File: src/rtl/sram_arb_pkg.sv
// Shared types and constants for the two-port SRAM arbiter.
// The request record captures everything latched from the winning port at grant time.
package sram_arb_pkg;

    localparam int ARB_ADDR_W = 20;
    localparam int ARB_DATA_W = 16;
    localparam int CNT_W      = 4;

    localparam logic CPU_PORT = 1'b0;
    localparam logic AUX_PORT = 1'b1;

    typedef enum logic [1:0] {
        IDLE,
        SETUP,
        ACCESS,
        DONE
    } state_t;

    typedef struct packed {
        logic                  we;
        logic [ARB_ADDR_W-1:0] addr;
        logic [ARB_DATA_W-1:0] wdata;
    } req_t;

endpackage

File: src/rtl/sram_arb_pick.sv
// Combinational winner selection: round-robin on a tie, or fixed CPU priority
// when SRAM_ARB_CPU_PRIORITY_EN is defined.
module sram_arb_pick
    import sram_arb_pkg::*;
(
    input  logic req0,
    input  logic req1,
    input  logic last_served,
    output logic any_req,
    output logic winner
);

    always_comb begin
        // NOTE: every output gets a default first, so no path through the
        // decision tree can leave one unassigned and infer a latch.
        any_req = req0 | req1;
        winner  = CPU_PORT;
        if (req0 && req1) begin
`ifdef SRAM_ARB_CPU_PRIORITY_EN
            winner = CPU_PORT;
`else
            winner = ~last_served;
`endif
        end else if (req1) begin
            winner = AUX_PORT;
        end
    end

endmodule

File: src/rtl/sram_arbiter.sv
// Two-port arbiter for the external 1Mx16 SRAM: latches the winning request,
// then sequences SETUP, a WAIT_CYCLES strobe window and a DONE hold cycle.
// Tie policy is selected by the SRAM_ARB_CPU_PRIORITY_EN macro (see sram_arb_pick).
module sram_arbiter
    import sram_arb_pkg::*;
#(
    parameter int ADDR_W      = ARB_ADDR_W,
    parameter int DATA_W      = ARB_DATA_W,
    parameter int WAIT_CYCLES = 2
) (
    input  logic              Clk,
    input  logic              Reset,
    input  logic              req0,
    input  logic              req1,
    input  logic              we0,
    input  logic              we1,
    input  logic [ADDR_W-1:0] addr0,
    input  logic [ADDR_W-1:0] addr1,
    input  logic [DATA_W-1:0] wdata0,
    input  logic [DATA_W-1:0] wdata1,
    output logic              gnt0,
    output logic              gnt1,
    output logic              done0,
    output logic              done1,
    output logic [DATA_W-1:0] rdata,
    output logic [ADDR_W-1:0] ADDR,
    output logic [DATA_W-1:0] Data_to_SRAM,
    input  logic [DATA_W-1:0] Data_from_SRAM,
    output logic              data_oe,
    output logic              CE,
    output logic              UB,
    output logic              LB,
    output logic              OE,
    output logic              WE
);

    if (WAIT_CYCLES < 1 || WAIT_CYCLES > 15) begin : g_bad_wait
        $error("sram_arbiter: WAIT_CYCLES must be in 1..15");
    end
    if (ADDR_W != ARB_ADDR_W || DATA_W != ARB_DATA_W) begin : g_bad_width
        $error("sram_arbiter: ADDR_W/DATA_W must match sram_arb_pkg widths");
    end

    state_t           state, state_nx;
    req_t             cur;
    logic [CNT_W-1:0] cnt;
    logic             win_q;
    logic             last_served;
    logic             any_req;
    logic             pick_win;

    sram_arb_pick u_pick (
        .req0        (req0),
        .req1        (req1),
        .last_served (last_served),
        .any_req     (any_req),
        .winner      (pick_win)
    );

    // ADDR and write data come straight from the latched request, so they
    // stay put through DONE regardless of what the requesters do meanwhile.
    assign ADDR         = cur.addr;
    assign Data_to_SRAM = cur.wdata;

    always_ff @(posedge Clk) begin
        // NOTE: sequential state uses non-blocking assignments so every flop
        // samples pre-edge values and the update order inside this block is irrelevant.
        if (Reset) begin
            state       <= IDLE;
            cur         <= '0;
            cnt         <= '0;
            win_q       <= CPU_PORT;
            last_served <= AUX_PORT;
            rdata       <= '0;
        end else begin
            state <= state_nx;
            unique case (state)
                IDLE: begin
                    if (any_req) begin
                        win_q <= pick_win;
                        cur   <= pick_win ? '{we: we1, addr: addr1, wdata: wdata1}
                                          : '{we: we0, addr: addr0, wdata: wdata0};
                    end
                end
                SETUP: cnt <= CNT_W'(WAIT_CYCLES - 1);
                ACCESS: begin
                    cnt <= cnt - 1'b1;
                    if (cnt == '0 && !cur.we) begin
                        rdata <= Data_from_SRAM;
                    end
                end
                DONE: last_served <= win_q;
                default: ;
            endcase
        end
    end

    always_comb begin
        state_nx = state;
        CE       = 1'b1;
        UB       = 1'b1;
        LB       = 1'b1;
        OE       = 1'b1;
        WE       = 1'b1;
        data_oe  = 1'b0;
        gnt0     = 1'b0;
        gnt1     = 1'b0;
        done0    = 1'b0;
        done1    = 1'b0;

        if (state != IDLE) begin
            CE   = 1'b0;
            UB   = 1'b0;
            LB   = 1'b0;
            gnt0 = (win_q == CPU_PORT);
            gnt1 = (win_q == AUX_PORT);
        end

        unique case (state)
            IDLE: begin
                if (any_req) state_nx = SETUP;
            end
            SETUP: state_nx = ACCESS;
            ACCESS: begin
                OE      = cur.we;
                WE      = ~cur.we;
                data_oe = cur.we;
                if (cnt == '0) state_nx = DONE;
            end
            DONE: begin
                done0    = (win_q == CPU_PORT);
                done1    = (win_q == AUX_PORT);
                state_nx = IDLE;
            end
            default: state_nx = IDLE;
        endcase
    end

endmodule

File: config.mk
export PLATFORM = sky130hd
export DESIGN_NAME = sram_arbiter
export DESIGN_NICKNAME = d
export VERILOG_FILES = /design/src/rtl/sram_arb_pkg.sv /design/src/rtl/sram_arb_pick.sv /design/src/rtl/sram_arbiter.sv
export SDC_FILE = /design/constraint.sdc
export NUM_CORES = 1
export LEC_CHECK = 0
export CELL_PAD_IN_SITES_DETAIL_PLACEMENT = 1
export CELL_PAD_IN_SITES_GLOBAL_PLACEMENT = 1
export CORE_UTILIZATION = 30
export DETAILED_ROUTE_END_ITERATION = 12
export HOLD_SLACK_MARGIN = 0.12
export PLACE_DENSITY_LB_ADDON = 0.08
export SLEW_MARGIN = 10
export SYNTH_ARGS = -nofsm -noshare
export SYNTH_HDL_FRONTEND = slang
export SYNTH_SLANG_ARGS = --single-unit
export TNS_END_PERCENT = 10
File: constraint.sdc
create_clock -name Clk -period 3.3 [get_ports Clk]
set_input_delay 0.495 -clock Clk [delete_from_list [all_inputs] [get_ports Clk]]
set_output_delay 0.495 -clock Clk [all_outputs]
set_load 0.005 [all_outputs]
Word level (Yosys, flattened, before mapping):

Cells that the tools add are included.

* add/sub/neg operators: 1
* equality and inequality tests: 5
* multiplexer cells: 15
* bitwise gates (word level): 4
* reductions and logical operators: 10

Operators by type and width (count)
* 37-bit two-way mux: 1
* 1-bit two-way mux: 10
* 2-bit case mux with 4 select lines: 1
* 4-bit case mux with 2 select lines: 1
* 2-bit AND reduction: 3
* 2-bit == test (second input constant): 2
* 4-bit zero test: 1
* 2-bit two-way mux: 2
* 2-bit != test (second input constant): 2
* 2-bit nonzero test: 2
* 4-bit by 1-bit subtractor with 4-bit output (second input constant): 1
* 1-bit inverter: 3
* 2-bit by 1-bit == test with 1-bit output (second input constant): 1
* 1-bit logical AND: 2
* 2-bit zero test: 1
* 1-bit zero test: 1
* 1-bit OR: 1

* register bits after elaboration: 61
* bits of input ports: 94
* output and inout port bits: 62
* word-level logic and storage cells: 43

Longest topological paths before layout:

* depth in word-level cells: 3
* depth in mapped cells: 9
* depth with buffers taken out: 6

Hierarchy:

A second synthesis with hierarchy kept.

* cells, all modules: 327
* area, all modules: 3103.0 sq um

Modules (own cells, without submodules)
* sram_arbiter: times used 1, cells each 325, area an instance 3089.2 sq um, seq. area each 1221.2 sq um
* sram_arb_pick: times used 1, cells each 2, area an instance 13.8 sq um, seq. area each 0.0 sq um

Worst setup path after synthesis:

OpenSTA, ideal clock, no wires.

* kind: register to output
* start point: register state[0]
* end point: output OE
* data arrival time: 1218 ps
* required time: 2805 ps
* path slack: 1587 ps
* cell stages (with the launch flop): 8
* buffers on the path: 3
* path through: dfxtp_1 -> inv_1 -> ha_1 -> buf_2 -> nor2b_1 -> buf_2 -> inv_2 -> buf_4

* cells in the longest elaborated chain, start to end: 2

RTL lines
* start, declared: RTL line sram_arbiter.sv:44 `state_t state, state_nx;`
* start signal, assigned: RTL line sram_arbiter.sv:76 `state <= state_nx;`
* 2-bit == test: RTL line sram_arbiter.sv:119 `unique case (state)`
* 1-bit two-way mux: RTL line sram_arbiter.sv:119
* end, declared: RTL line sram_arbiter.sv:33 `output logic OE,`

Every way passes these cells.

Worst setup path in the final report:

Ends and elaborated chain as after synthesis.

==> results.md <==
- Outcome: completed
- Vias in the first global route: 2641
- Max FO, Critical Path: 17
- H-tree depth: 3
- Row count: 36
- First-pass GRT wire length: 12.9 mm
- Asr flop ratio synth: 0%
- Synth unique cells: 32
- P_leak: 1.63 nW
- Tcrit/Tclk final: 77.0%
- Main combinational cell family by area after synthesis: compound AO/OA/AOI/OAI gates
- DRC violations left: 0
- Cell accounting for the most synthesized area: dfxtp_1
- Post-CTS Resized: 0
- NumNets Final: 537
- Die ar.: 10400 um2
- Max stage delay on crit path: 0.56 ns
- CP top delay family: buffers and inverters
- Synth Area in Compound Gates: 19.6%
- P&R area growth vs syn: 49.6%
- Setup Skew: 0.00563 ns
- Synth Area in XOR/XNOR: 0%
- Overflow after GRT: 0
- Fin crit period: 2.54 ns
- Startpoint class of the critical path: register
- Actual slew at the worst max-slew pin: 1.04 ns
- Hold crit path type: reg -> reg
- Count leader, synth: dfxtp_1
- RSZ-0062 raised after global routing: false
- Placement Cell Area: 4320 um2
- CTS tree: built
- Die Ht: 102 um
- Synth area leaders: dfxtp_1 41%, mux2i_1 13%, buf_4 11%
- Mapped Area: 3000 um2
- CP Data Required Time: 2.80 ns
- Initial antenna violation count: 0
- Total of max-cap violations: 0
- WL/cell: 14.3 um
- Post-Route WL: 8.28 mm
- Pre-CTS setup slack: 1.03 ns
- Top cells by count, synth: 61 x dfxtp_1, 42 x buf_4, 38 x mux2i_1, 33 x a21oi_1, 26 x nor2_1
- # diodes: 0
- Crit path cell chain: inv_1 > ha_1 > nor2b_1 > inv_2 > clkdlybuf4s50_1
- Finished Core Util: 46.1%
- Placed cells: 561
- Setup ws final: 0.758 ns
- GR Util met1: 18.4%
- Peak supply drop: 0.000288 V
- Detail Placement HPWL: 6.06 mm
- GR peak layer: met2
- Largest net degree at the start of global routing: 76
- Worst path bufs/invs: 3
- Ratio of cells with drive above 1 in the final layout: 6.08%
- Grt met3 use: 4.38%
- CP Capture Type: primary output
- Drt pass-1 iters: 4
- Final Cell Area: 4490 um2
- DIE WIDTH: 102 um
- Tot GR Track Use: 16.1%
- Port bufs: 155
- Net count after synthesis: 430
- Hold Slack: 0.475 ns
- CTS Root Cell: clkbuf_8
- Vias post-DR: 2651
- Clock buffer count from CTS: 9
- Core area: 9730 um2
- Met2 GRT Util: 28.5%
- Post-synthesis simple-gate area fraction: 9.38%
- Clk buf depth: 2
- Max Clk Rate: 0.393 GHz
- Top FF cell, synth: dfxtp_1
- Num ports: 156
- Endpoints failing setup: 0
- Clk pin slew, worst setup/hold paths: 0.07 ns
- Synth Area in Adders: 1.67%
- CTS Hold Bufs: 0
- CTS Sinks: 61
- Rel. slew slack: 30.5%
- Setup_tns: 0 ns
- Post-synthesis sequential area ratio: 40.7%
- Pwr/cell area: 703 nW/um2
- FF+latch count, synth: 61
- Syn Area/Cell: 9.04 um2
- Arr. time, crit path: 2.05 ns
- Setup bufs post-CTS: 0
- Clk Latency, worst-skew pair: 0.32 ns
- Overall power: 3.16 mW
- Number of flops mapped to enable cells by yosys: 0
- Vias per inst: 4.59
- Fin. Hold Viols: 0
- Yosys warns: 0
- Layout Cells excl Fill: 577
- WS Path Type: reg -> out
- 1st-iter DRT viols: 38
- Top cell type's share of synthesized area: 40.7%
- Synth Instances: 332
- Slowest CP cell: clkdlybuf4s50_1
- Final Max Tran Viols: 0
- Routed Antenna Nets: 0
- Mux contribution to synthesized area: 12.7%
- Starting Density: 30.9%
- GPL Wtd Cong: 0.690
[layer usage]
layer	vias up	share of wire, %	wire length (um)
met4	0	1.3	107
li1	1337	-	-
met5	-	0	0
met2	81	50	4150
met3	8	6.9	574
met1	1225	42	3450
[worst paths after layout]
path,from,to,slack [ns],cells after the start
worst max-delay path,state[0],OE,0.76,5
worst min-delay path,rdata[11],rdata[11],0.48,2
worst max register to register,state[0],ADDR[1],1.27,6
worst min register to register,rdata[11],rdata[11],0.48,2
[worst min-delay path, stage by stage (launching register included)]
cell	delay, ns
dfxtp_1	0.31
o21ai_0	0.06
a21oi_1	0.06
[power by group]
part | switching, mW | internal (mW) | total [mW]
Sequential | 0.120 | 0.960 | 1.08
Combinational | 0.732 | 0.756 | 1.49
Clock | 0.275 | 0.314 | 0.589
[placed cells by master (no fill, tap or decap), types with 2 or more instances in the layout]
master / instances
a211oi_2: 4
nor3_1: 2
a21oi_1: 33
a211oi_1: 18
ha_1: 4
nand2_1: 4
o21ai_1: 10
o21ai_0: 24
mux2i_1: 38
nor2b_1: 3
clkdlybuf4s50_1: 154
and2_1: 3
dfxtp_1: 61
nor2_1: 26
nand3_1: 17
buf_4: 5
inv_1: 9
clkbuf_1: 4
clkbuf_8: 11
[sequential cells by signal (all words and copies together) (netlist names)]
register,flops
ADDR,20
Data_to_SRAM,16
cnt,4
cur,1
last_served,1
rdata,16
state,2
win_q,1
[cells by family (layout without fill, tap and decap cells)]
family                   Yosys count  in the layout
AO/OA/AOI/OAI                     96             96
buffers and inverters             74            186
flip-flops                        61             61
AND/OR/NAND/NOR                   59             59
multiplexers                      38             38
adder cells (fa/ha/maj)            4              4
[final cells by class]
type,count,area (um2)
fillers,1159,5240
repair buffers,160,1580
multi-input cells,197,1310
flip-flops and latches,61,1220
clock buffers,15,166
well taps,133,166
inverters,10,37.5
clock inverters,1,5.00
No activity file was read; power rests on OpenSTA's default activity.
